`config.mk`:
```
export PLATFORM = sky130hd
export DESIGN_NAME = axi_rng_master_flat
export DESIGN_NICKNAME = d
export VERILOG_FILES = /design/src/rtl/axi_rng_master_if.sv /design/src/rtl/axi_rng_master.sv /design/src/flat_wrapper.sv
export SDC_FILE = /design/constraint.sdc
export NUM_CORES = 1
export LEC_CHECK = 0
export ABC_CLOCK_PERIOD_IN_PS = 8200
export BUFFER_PORTS_ARGS = -buffer_cell sky130_fd_sc_hd__buf_4
export CAP_MARGIN = 40
export CORE_ASPECT_RATIO = 0.6
export CORE_UTILIZATION = 30
export DETAILED_ROUTE_END_ITERATION = 8
export GPL_TIMING_DRIVEN = 0
export PLACE_DENSITY = 0.54
export SLEW_MARGIN = 15
export SYNTH_ARGS = -nofsm -noshare
export SYNTH_HDL_FRONTEND = slang
export SYNTH_SLANG_ARGS = --single-unit
```
`constraint.sdc`:
```
create_clock -name ACLK -period 8.2 [get_ports ACLK]
set_input_delay 0.41 -clock ACLK [delete_from_list [all_inputs] [get_ports ACLK]]
set_output_delay 0.41 -clock ACLK [all_outputs]
set_load 0.03 [all_outputs]
```
`src/rtl/axi_rng_master_if.sv`:
```
// axi_rng_master_if: single-beat AXI4 AR/R/AW/W/B channels between the RNG master and the RNG register slave
interface axi_rng_master_if;
  logic [15:0] ARID;
  logic [31:0] ARADDR;
  logic [3:0]  ARLEN;
  logic [2:0]  ARSIZE;
  logic [1:0]  ARBURST;
  logic        ARVALID;
  logic        ARREADY;
  logic [15:0] RID;
  logic [31:0] RDATA;
  logic [1:0]  RRESP;
  logic        RLAST;
  logic        RVALID;
  logic        RREADY;
  logic [15:0] AWID;
  logic [31:0] AWADDR;
  logic [3:0]  AWLEN;
  logic [2:0]  AWSIZE;
  logic [1:0]  AWBURST;
  logic        AWVALID;
  logic        AWREADY;
  logic [31:0] WDATA;
  logic [7:0]  WSTRB;
  logic        WVALID;
  logic        WREADY;
  logic [15:0] BID;
  logic [1:0]  BRESP;
  logic        BVALID;
  logic        BREADY;
  modport master (
    output ARID, ARADDR, ARLEN, ARSIZE, ARBURST, ARVALID, RREADY,
    output AWID, AWADDR, AWLEN, AWSIZE, AWBURST, AWVALID, WDATA, WSTRB, WVALID, BREADY,
    input  ARREADY, RID, RDATA, RRESP, RLAST, RVALID, AWREADY, WREADY, BID, BRESP, BVALID
  );
  modport slave (
    input  ARID, ARADDR, ARLEN, ARSIZE, ARBURST, ARVALID, RREADY,
    input  AWID, AWADDR, AWLEN, AWSIZE, AWBURST, AWVALID, WDATA, WSTRB, WVALID, BREADY,
    output ARREADY, RID, RDATA, RRESP, RLAST, RVALID, AWREADY, WREADY, BID, BRESP, BVALID
  );
endinterface

```
`src/rtl/axi_rng_master.sv`:
```
// axi_rng_master: single-outstanding AXI initiator turning cmd/rsp requests into single-beat reads and writes
module axi_rng_master #(
  parameter int TIMEOUT_CYCLES = 256
) (
  input  logic        ACLK,
  input  logic        ARESET,
  input  logic        cmd_valid,
  output logic        cmd_ready,
  input  logic        cmd_write,
  input  logic [15:0] cmd_id,
  input  logic [31:0] cmd_addr,
  input  logic [31:0] cmd_wdata,
  input  logic [3:0]  cmd_wstrb,
  output logic        rsp_valid,
  input  logic        rsp_ready,
  output logic        rsp_write,
  output logic [15:0] rsp_id,
  output logic [31:0] rsp_data,
  output logic [1:0]  rsp_resp,
  output logic        timeout_err,
  output logic [15:0] txn_count,
  axi_rng_master_if.master m
);
  typedef enum logic [2:0] {IDLE, RADDR, RDATA, WADDR, WRESP, RSP} state_t;
  localparam int CW = $clog2(TIMEOUT_CYCLES + 2);
  state_t state, state_n;
  logic [CW-1:0] wait_cnt;
  logic [15:0] id_q;
  logic [31:0] addr_q, wdata_q;
  logic [3:0] wstrb_q;
  logic write_q, aw_done, w_done;
  logic cmd_hs, aw_hs, w_hs, waiting;
  assign cmd_ready = state == IDLE;
  assign cmd_hs = cmd_valid & cmd_ready;
  assign aw_hs = m.AWVALID & m.AWREADY;
  assign w_hs = m.WVALID & m.WREADY;
  assign waiting = state inside {RADDR, RDATA, WADDR, WRESP};
  assign m.ARVALID = state == RADDR;
  assign m.RREADY = state == RDATA;
  assign m.AWVALID = (state == WADDR) & !aw_done;
  assign m.WVALID = (state == WADDR) & !w_done;
  assign m.BREADY = state == WRESP;
  assign m.ARID = id_q;
  assign m.ARADDR = addr_q;
  assign m.ARLEN = 4'd0;
  assign m.ARSIZE = 3'b010;
  assign m.ARBURST = 2'b01;
  assign m.AWID = id_q;
  assign m.AWADDR = addr_q;
  assign m.AWLEN = 4'd0;
  assign m.AWSIZE = 3'b010;
  assign m.AWBURST = 2'b01;
  assign m.WDATA = wdata_q;
  assign m.WSTRB = {4'b0, wstrb_q};
  assign rsp_valid = state == RSP;
  assign rsp_write = write_q;
  always_comb begin
    state_n = state;
    case (state)
      IDLE:    if (cmd_hs) state_n = cmd_write ? WADDR : RADDR;
      RADDR:   if (m.ARREADY) state_n = RDATA;
      RDATA:   if (m.RVALID) state_n = RSP;
      WADDR:   if ((aw_done | aw_hs) & (w_done | w_hs)) state_n = WRESP;
      WRESP:   if (m.BVALID) state_n = RSP;
      RSP:     if (rsp_ready) state_n = IDLE;
      default: state_n = IDLE;
    endcase
  end
  always_ff @(posedge ACLK or posedge ARESET)
    if (ARESET) state <= IDLE;
    else state <= state_n;
  always_ff @(posedge ACLK or posedge ARESET) begin
    if (ARESET) begin
      write_q <= 1'b0;
      id_q <= '0;
      addr_q <= '0;
      wdata_q <= '0;
      wstrb_q <= '0;
      aw_done <= 1'b0;
      w_done <= 1'b0;
      wait_cnt <= '0;
      timeout_err <= 1'b0;
      rsp_id <= '0;
      rsp_data <= '0;
      rsp_resp <= '0;
      txn_count <= '0;
    end else begin
      if (cmd_hs) begin
        write_q <= cmd_write;
        id_q <= cmd_id;
        addr_q <= cmd_addr;
        wdata_q <= cmd_wdata;
        wstrb_q <= cmd_wstrb;
        aw_done <= 1'b0;
        w_done <= 1'b0;
        wait_cnt <= '0;
      end
      if (aw_hs) aw_done <= 1'b1;
      if (w_hs) w_done <= 1'b1;
      // counter saturates at the limit; the flag sets on the step that reaches it
      if (waiting && wait_cnt < CW'(TIMEOUT_CYCLES)) wait_cnt <= wait_cnt + 1'b1;
      if (waiting && TIMEOUT_CYCLES != 0 && wait_cnt == CW'(TIMEOUT_CYCLES - 1)) timeout_err <= 1'b1;
      if (m.RREADY && m.RVALID) begin
        rsp_id <= m.RID;
        rsp_data <= m.RDATA;
        rsp_resp <= (m.RID != id_q || !m.RLAST) ? 2'b10 : m.RRESP;
      end
      if (m.BREADY && m.BVALID) begin
        rsp_id <= m.BID;
        rsp_data <= '0;
        rsp_resp <= (m.BID != id_q) ? 2'b10 : m.BRESP;
      end
      if (rsp_valid && rsp_ready) txn_count <= txn_count + 1'b1;
    end
  end
endmodule

```
`src/flat_wrapper.sv`:
```
// flat-port wrapper written by rule: the top's interface ports become plain ports
module axi_rng_master_flat 
#(
  parameter int TIMEOUT_CYCLES = 256
)
  (ACLK, ARESET, cmd_valid, cmd_ready, cmd_write, cmd_id, cmd_addr, cmd_wdata, cmd_wstrb, rsp_valid, rsp_ready, rsp_write, rsp_id, rsp_data, rsp_resp, timeout_err, txn_count, m_ARID, m_ARADDR, m_ARLEN, m_ARSIZE, m_ARBURST, m_ARVALID, m_RREADY, m_AWID, m_AWADDR, m_AWLEN, m_AWSIZE, m_AWBURST, m_AWVALID, m_WDATA, m_WSTRB, m_WVALID, m_BREADY, m_ARREADY, m_RID, m_RDATA, m_RRESP, m_RLAST, m_RVALID, m_AWREADY, m_WREADY, m_BID, m_BRESP, m_BVALID);
  axi_rng_master_if m_i ();
  input  logic ACLK;
  input  logic ARESET;
  input  logic cmd_valid;
  output logic cmd_ready;
  input  logic cmd_write;
  input  logic [15:0] cmd_id;
  input  logic [31:0] cmd_addr;
  input  logic [31:0] cmd_wdata;
  input  logic [3:0] cmd_wstrb;
  output logic rsp_valid;
  input  logic rsp_ready;
  output logic rsp_write;
  output logic [15:0] rsp_id;
  output logic [31:0] rsp_data;
  output logic [1:0] rsp_resp;
  output logic timeout_err;
  output logic [15:0] txn_count;
  output wire logic [$bits(m_i.ARID)-1:0] m_ARID;
  output wire logic [$bits(m_i.ARADDR)-1:0] m_ARADDR;
  output wire logic [$bits(m_i.ARLEN)-1:0] m_ARLEN;
  output wire logic [$bits(m_i.ARSIZE)-1:0] m_ARSIZE;
  output wire logic [$bits(m_i.ARBURST)-1:0] m_ARBURST;
  output wire logic [$bits(m_i.ARVALID)-1:0] m_ARVALID;
  output wire logic [$bits(m_i.RREADY)-1:0] m_RREADY;
  output wire logic [$bits(m_i.AWID)-1:0] m_AWID;
  output wire logic [$bits(m_i.AWADDR)-1:0] m_AWADDR;
  output wire logic [$bits(m_i.AWLEN)-1:0] m_AWLEN;
  output wire logic [$bits(m_i.AWSIZE)-1:0] m_AWSIZE;
  output wire logic [$bits(m_i.AWBURST)-1:0] m_AWBURST;
  output wire logic [$bits(m_i.AWVALID)-1:0] m_AWVALID;
  output wire logic [$bits(m_i.WDATA)-1:0] m_WDATA;
  output wire logic [$bits(m_i.WSTRB)-1:0] m_WSTRB;
  output wire logic [$bits(m_i.WVALID)-1:0] m_WVALID;
  output wire logic [$bits(m_i.BREADY)-1:0] m_BREADY;
  input wire logic [$bits(m_i.ARREADY)-1:0] m_ARREADY;
  input wire logic [$bits(m_i.RID)-1:0] m_RID;
  input wire logic [$bits(m_i.RDATA)-1:0] m_RDATA;
  input wire logic [$bits(m_i.RRESP)-1:0] m_RRESP;
  input wire logic [$bits(m_i.RLAST)-1:0] m_RLAST;
  input wire logic [$bits(m_i.RVALID)-1:0] m_RVALID;
  input wire logic [$bits(m_i.AWREADY)-1:0] m_AWREADY;
  input wire logic [$bits(m_i.WREADY)-1:0] m_WREADY;
  input wire logic [$bits(m_i.BID)-1:0] m_BID;
  input wire logic [$bits(m_i.BRESP)-1:0] m_BRESP;
  input wire logic [$bits(m_i.BVALID)-1:0] m_BVALID;
  assign m_ARID = m_i.ARID;
  assign m_ARADDR = m_i.ARADDR;
  assign m_ARLEN = m_i.ARLEN;
  assign m_ARSIZE = m_i.ARSIZE;
  assign m_ARBURST = m_i.ARBURST;
  assign m_ARVALID = m_i.ARVALID;
  assign m_RREADY = m_i.RREADY;
  assign m_AWID = m_i.AWID;
  assign m_AWADDR = m_i.AWADDR;
  assign m_AWLEN = m_i.AWLEN;
  assign m_AWSIZE = m_i.AWSIZE;
  assign m_AWBURST = m_i.AWBURST;
  assign m_AWVALID = m_i.AWVALID;
  assign m_WDATA = m_i.WDATA;
  assign m_WSTRB = m_i.WSTRB;
  assign m_WVALID = m_i.WVALID;
  assign m_BREADY = m_i.BREADY;
  assign m_i.ARREADY = m_ARREADY;
  assign m_i.RID = m_RID;
  assign m_i.RDATA = m_RDATA;
  assign m_i.RRESP = m_RRESP;
  assign m_i.RLAST = m_RLAST;
  assign m_i.RVALID = m_RVALID;
  assign m_i.AWREADY = m_AWREADY;
  assign m_i.WREADY = m_WREADY;
  assign m_i.BID = m_BID;
  assign m_i.BRESP = m_BRESP;
  assign m_i.BVALID = m_BVALID;
  axi_rng_master #(.TIMEOUT_CYCLES(TIMEOUT_CYCLES)) u_core (.ACLK(ACLK), .ARESET(ARESET), .cmd_valid(cmd_valid), .cmd_ready(cmd_ready), .cmd_write(cmd_write), .cmd_id(cmd_id), .cmd_addr(cmd_addr), .cmd_wdata(cmd_wdata), .cmd_wstrb(cmd_wstrb), .rsp_valid(rsp_valid), .rsp_ready(rsp_ready), .rsp_write(rsp_write), .rsp_id(rsp_id), .rsp_data(rsp_data), .rsp_resp(rsp_resp), .timeout_err(timeout_err), .txn_count(txn_count), .m(m_i));
endmodule
```
==> results.md <==
- CTS Hold Bufs: 0
- Minimum clock period: 2200 ps
- Horiz. Die Dim: a little over 200 microns
- CTS clock-pin slew for the worst setup and hold paths: 70 ps
- FF-to-FF path depth: 6
- Synth Instances: a little under 800
- DR vias/cell: 4.34
- TritonCTS clock tree: yes
- Leak: ~6.3 nW
- Status: finished, violations left
- Relative slew slack: between 50% and 60%
- Worst VDD drop: 0.200 mV
- Endpoint of the most critical register-to-register path: u_core.m.WDATA[25]$_DFFE_PP0P_
- Setup crit end kind: flop
- TritonRoute pass-1 iters: 6
- Number of antenna violations at the first check in global routing: 0
- DIE AREA: between 20000 and 30000 sq um
- Gp weighted congestion: about 0.80
- Pin count of the biggest net entering global routing: around 100
- Critical Path Start Type: flop
- Failing checks: design-rule violations, negative hold slack
- Layout cells sized above 1: 41.4%
- Multi-input gate area: roughly 2700 sq um
- Arr. time, crit path: roughly 2500 ps
- Tot GR Track Use: a little under 20%
- Reg2reg start: u_core.state[0]$_DFFE_PP0P_
- Synth Register Bits: roughly 170
- Dpl cells: 1498
- F_max: 456 MHz
- Synth warnings: 0
- Nets@finish: 1361
- Worst hold path class: in2async
- Hold slack final: -8.67 ps
- Area grow syn2layout: 52.1%
- Number of buffers created by CTS: 17
- Wire per inst: about 16 microns
- First-pass GRT wire length: 37800 microns
- Routed Antenna Nets: 0
- CTS resizes: 0
- Hpwl dp: around 19000 microns
- Diode count: 0
- Number of global-route vias before repair: 6293
- Drt drc: 46
- Final period util: 26.8%
- Pwr/cell area: between 400 and 500 nW/um^2
- DR iter-0 viols: 334
- Worst-Skew Late Latency: roughly 440 ps
- Top-level I/O count: 392
- Post-CTS setup buffers: 0
- Design Area, Final: between 10000 and 15000 sq um
- H-tree levels: 4
- Final core utilization: between 40 and 50%
- Top FF cell, synth: dfrtp_1
- Initial cell density of the core: between 30% and 40%
- Max FO, Critical Path: 10
- Grt ovf: 0
- Commonest cells after routing, fill and taps aside: buf_4, nand2_1, dfrtp_1, a22o_1, xnor2_1
- Fin Setup TNS: 0 ps
- DIE HEIGHT: between 100 and 150 microns
- Port bufs: 369
- Final setup viols: 0
- Clock tree root driver cell: clkbuf_16
- Register Area: 4150 sq um
- FFs w/ async S/R, synth: 100%
- Commonest non-fill, non-tap cell in the layout: buf_4
- Area of the mapped netlist: approximately 7500 sq um
- Non-Filler Instances: 1529
- Final Hold Viols: 4
- RSZ-0062 raised after global routing: false
- Max-cap viol count: 0
- Critical path type: reg2reg
- CP Data Required Time: around 8500 ps
- Dpl cell area: 10800 sq um
- DRT Wirelength: 25200 microns
- Synth cell types: 43
- Clock Path Buffers: 2
- Core Area: 24400 sq um
- Clk sink count: 166
- Worst-margin pin slew: between 600 and 700 ps
- Num rows: 44
- Register area share after synthesis: between 50% and 60%
- Syn Area/Cell: 9.56 sq um
- Skew final: 14.2 ps
- Final slew viol count: 0
- Fill count: 2378
- Via count: around 6600
- R2R setup slack: 6000 ps
- Number of flops mapped to enable cells by yosys: 0
## critical path, stage by stage (launching register included)
cell,delay [ps]
dfrtp_1,410
nor3_2,480
nand2_1,430
clkbuf_1,360
buf_2,270
nand2_1,90
nand2_1,50
## synthesized netlist by cell type, drive strengths merged, types with 3 or more instances
cell    count  area (sq um)
xor2       18           158
a22o       32           280
nor3        7          45.0
buf        93           661
a22oi      16           120
dfrtp     166          4150
nand3       9          50.1
o21ai      13          65.1
clkbuf     13          48.8
or3         3          18.8
ha          3          37.5
nand2     310          1160
inv         8          30.0
nand4       9          56.3
nor4        3          18.8
and3        8          50.1
nor2       15          56.3
a21oi       3          15.0
xnor2      30           263
o31ai       3          22.5
## metal layers
layer | wire, microns | vias to the layer above | GRT usage (%) | part of all wire (%)
met2 | 11100 | 195 | 29.0 | 44
met5 | 0 | - | 0 | 0
li1 | - | 3278 | - | -
met3 | 1820 | 18 | 5.94 | 7.2
met4 | 230 | 0 | 5.02 | 0.91
met1 | 12000 | 3146 | 27.6 | 48
## stage by stage
stage,total power [W],hold slack [ps],worst slack [ps]
final,0.00492,-8.67,6000
after floorplan,0.00304,446,3300
after global placement,0.00406,460,877
after detailed placement,0.00408,464,5990
after CTS,0.00497,11.2,5980
after global routing,0.00519,27.5,5850
## power breakdown
part | switching, W | internal, W
Combinational | 0.00158 | 0.00102
Sequential | 0.000291 | 0.00116
Clock | 0.000350 | 0.000526
## how the worst max path moves through the flow
stage                                      from                         endpoint  slack, ps  cells past startpoint
floorplan                                ARESET       u_core.aw_done$_DFFE_PP0P_       3300                      1
global placement                         ARESET  u_core.rsp_data[29]$_DFFE_PP0P_        880                      2
detailed placement  u_core.state[0]$_DFFE_PP0P_   u_core.m.WDATA[27]$_DFFE_PP0P_       5990                      6
CTS                 u_core.state[0]$_DFFE_PP0P_   u_core.m.WDATA[23]$_DFFE_PP0P_       5980                      6
global route        u_core.state[0]$_DFFE_PP0P_   u_core.m.WDATA[23]$_DFFE_PP0P_       5850                      6
finish              u_core.state[0]$_DFFE_PP0P_   u_core.m.WDATA[25]$_DFFE_PP0P_       6000                      6
## registers in the layout (all words and copies together) (netlist names)
| signal | count |
|---|---|
| u_core.rsp_id | 16 |
| u_core.state | 3 |
| u_core.rsp_write | 1 |
| u_core.m.ARID | 16 |
| u_core.rsp_data | 32 |
| u_core.wait_cnt | 9 |
| u_core.rsp_resp | 2 |
| u_core.m.ARADDR | 32 |
| u_core.timeout_err | 1 |
| u_core.aw_done | 1 |
| u_core.w_done | 1 |
| u_core.txn_count | 16 |
| u_core.wstrb_q | 4 |
| u_core.m.WDATA | 32 |
## final cells by class
type | instances | share of cell area [%]
well taps | 322 | 3.52
multi-input cells | 526 | 23.6
clock buffers | 20 | 4.00
inverters | 8 | 0.328
flip-flops and latches | 166 | 36.3
clock inverters | 11 | 1.52
plain buffers | 106 | 6.21
repair buffers | 370 | 24.5
## cells by family after synthesis
| kind of cell | share of synthesized area, % |
|---|---|
| other cells | 0.0999 |
| compound gates | 7.86 |
| simple gates | 20.4 |
| mux | 0.416 |
| fa+ha+maj | 0.499 |
| xor+xnor | 5.59 |
| buf+inv | 9.84 |
| flops | 55.3 |
No activity file was read; power rests on OpenSTA's default activity.
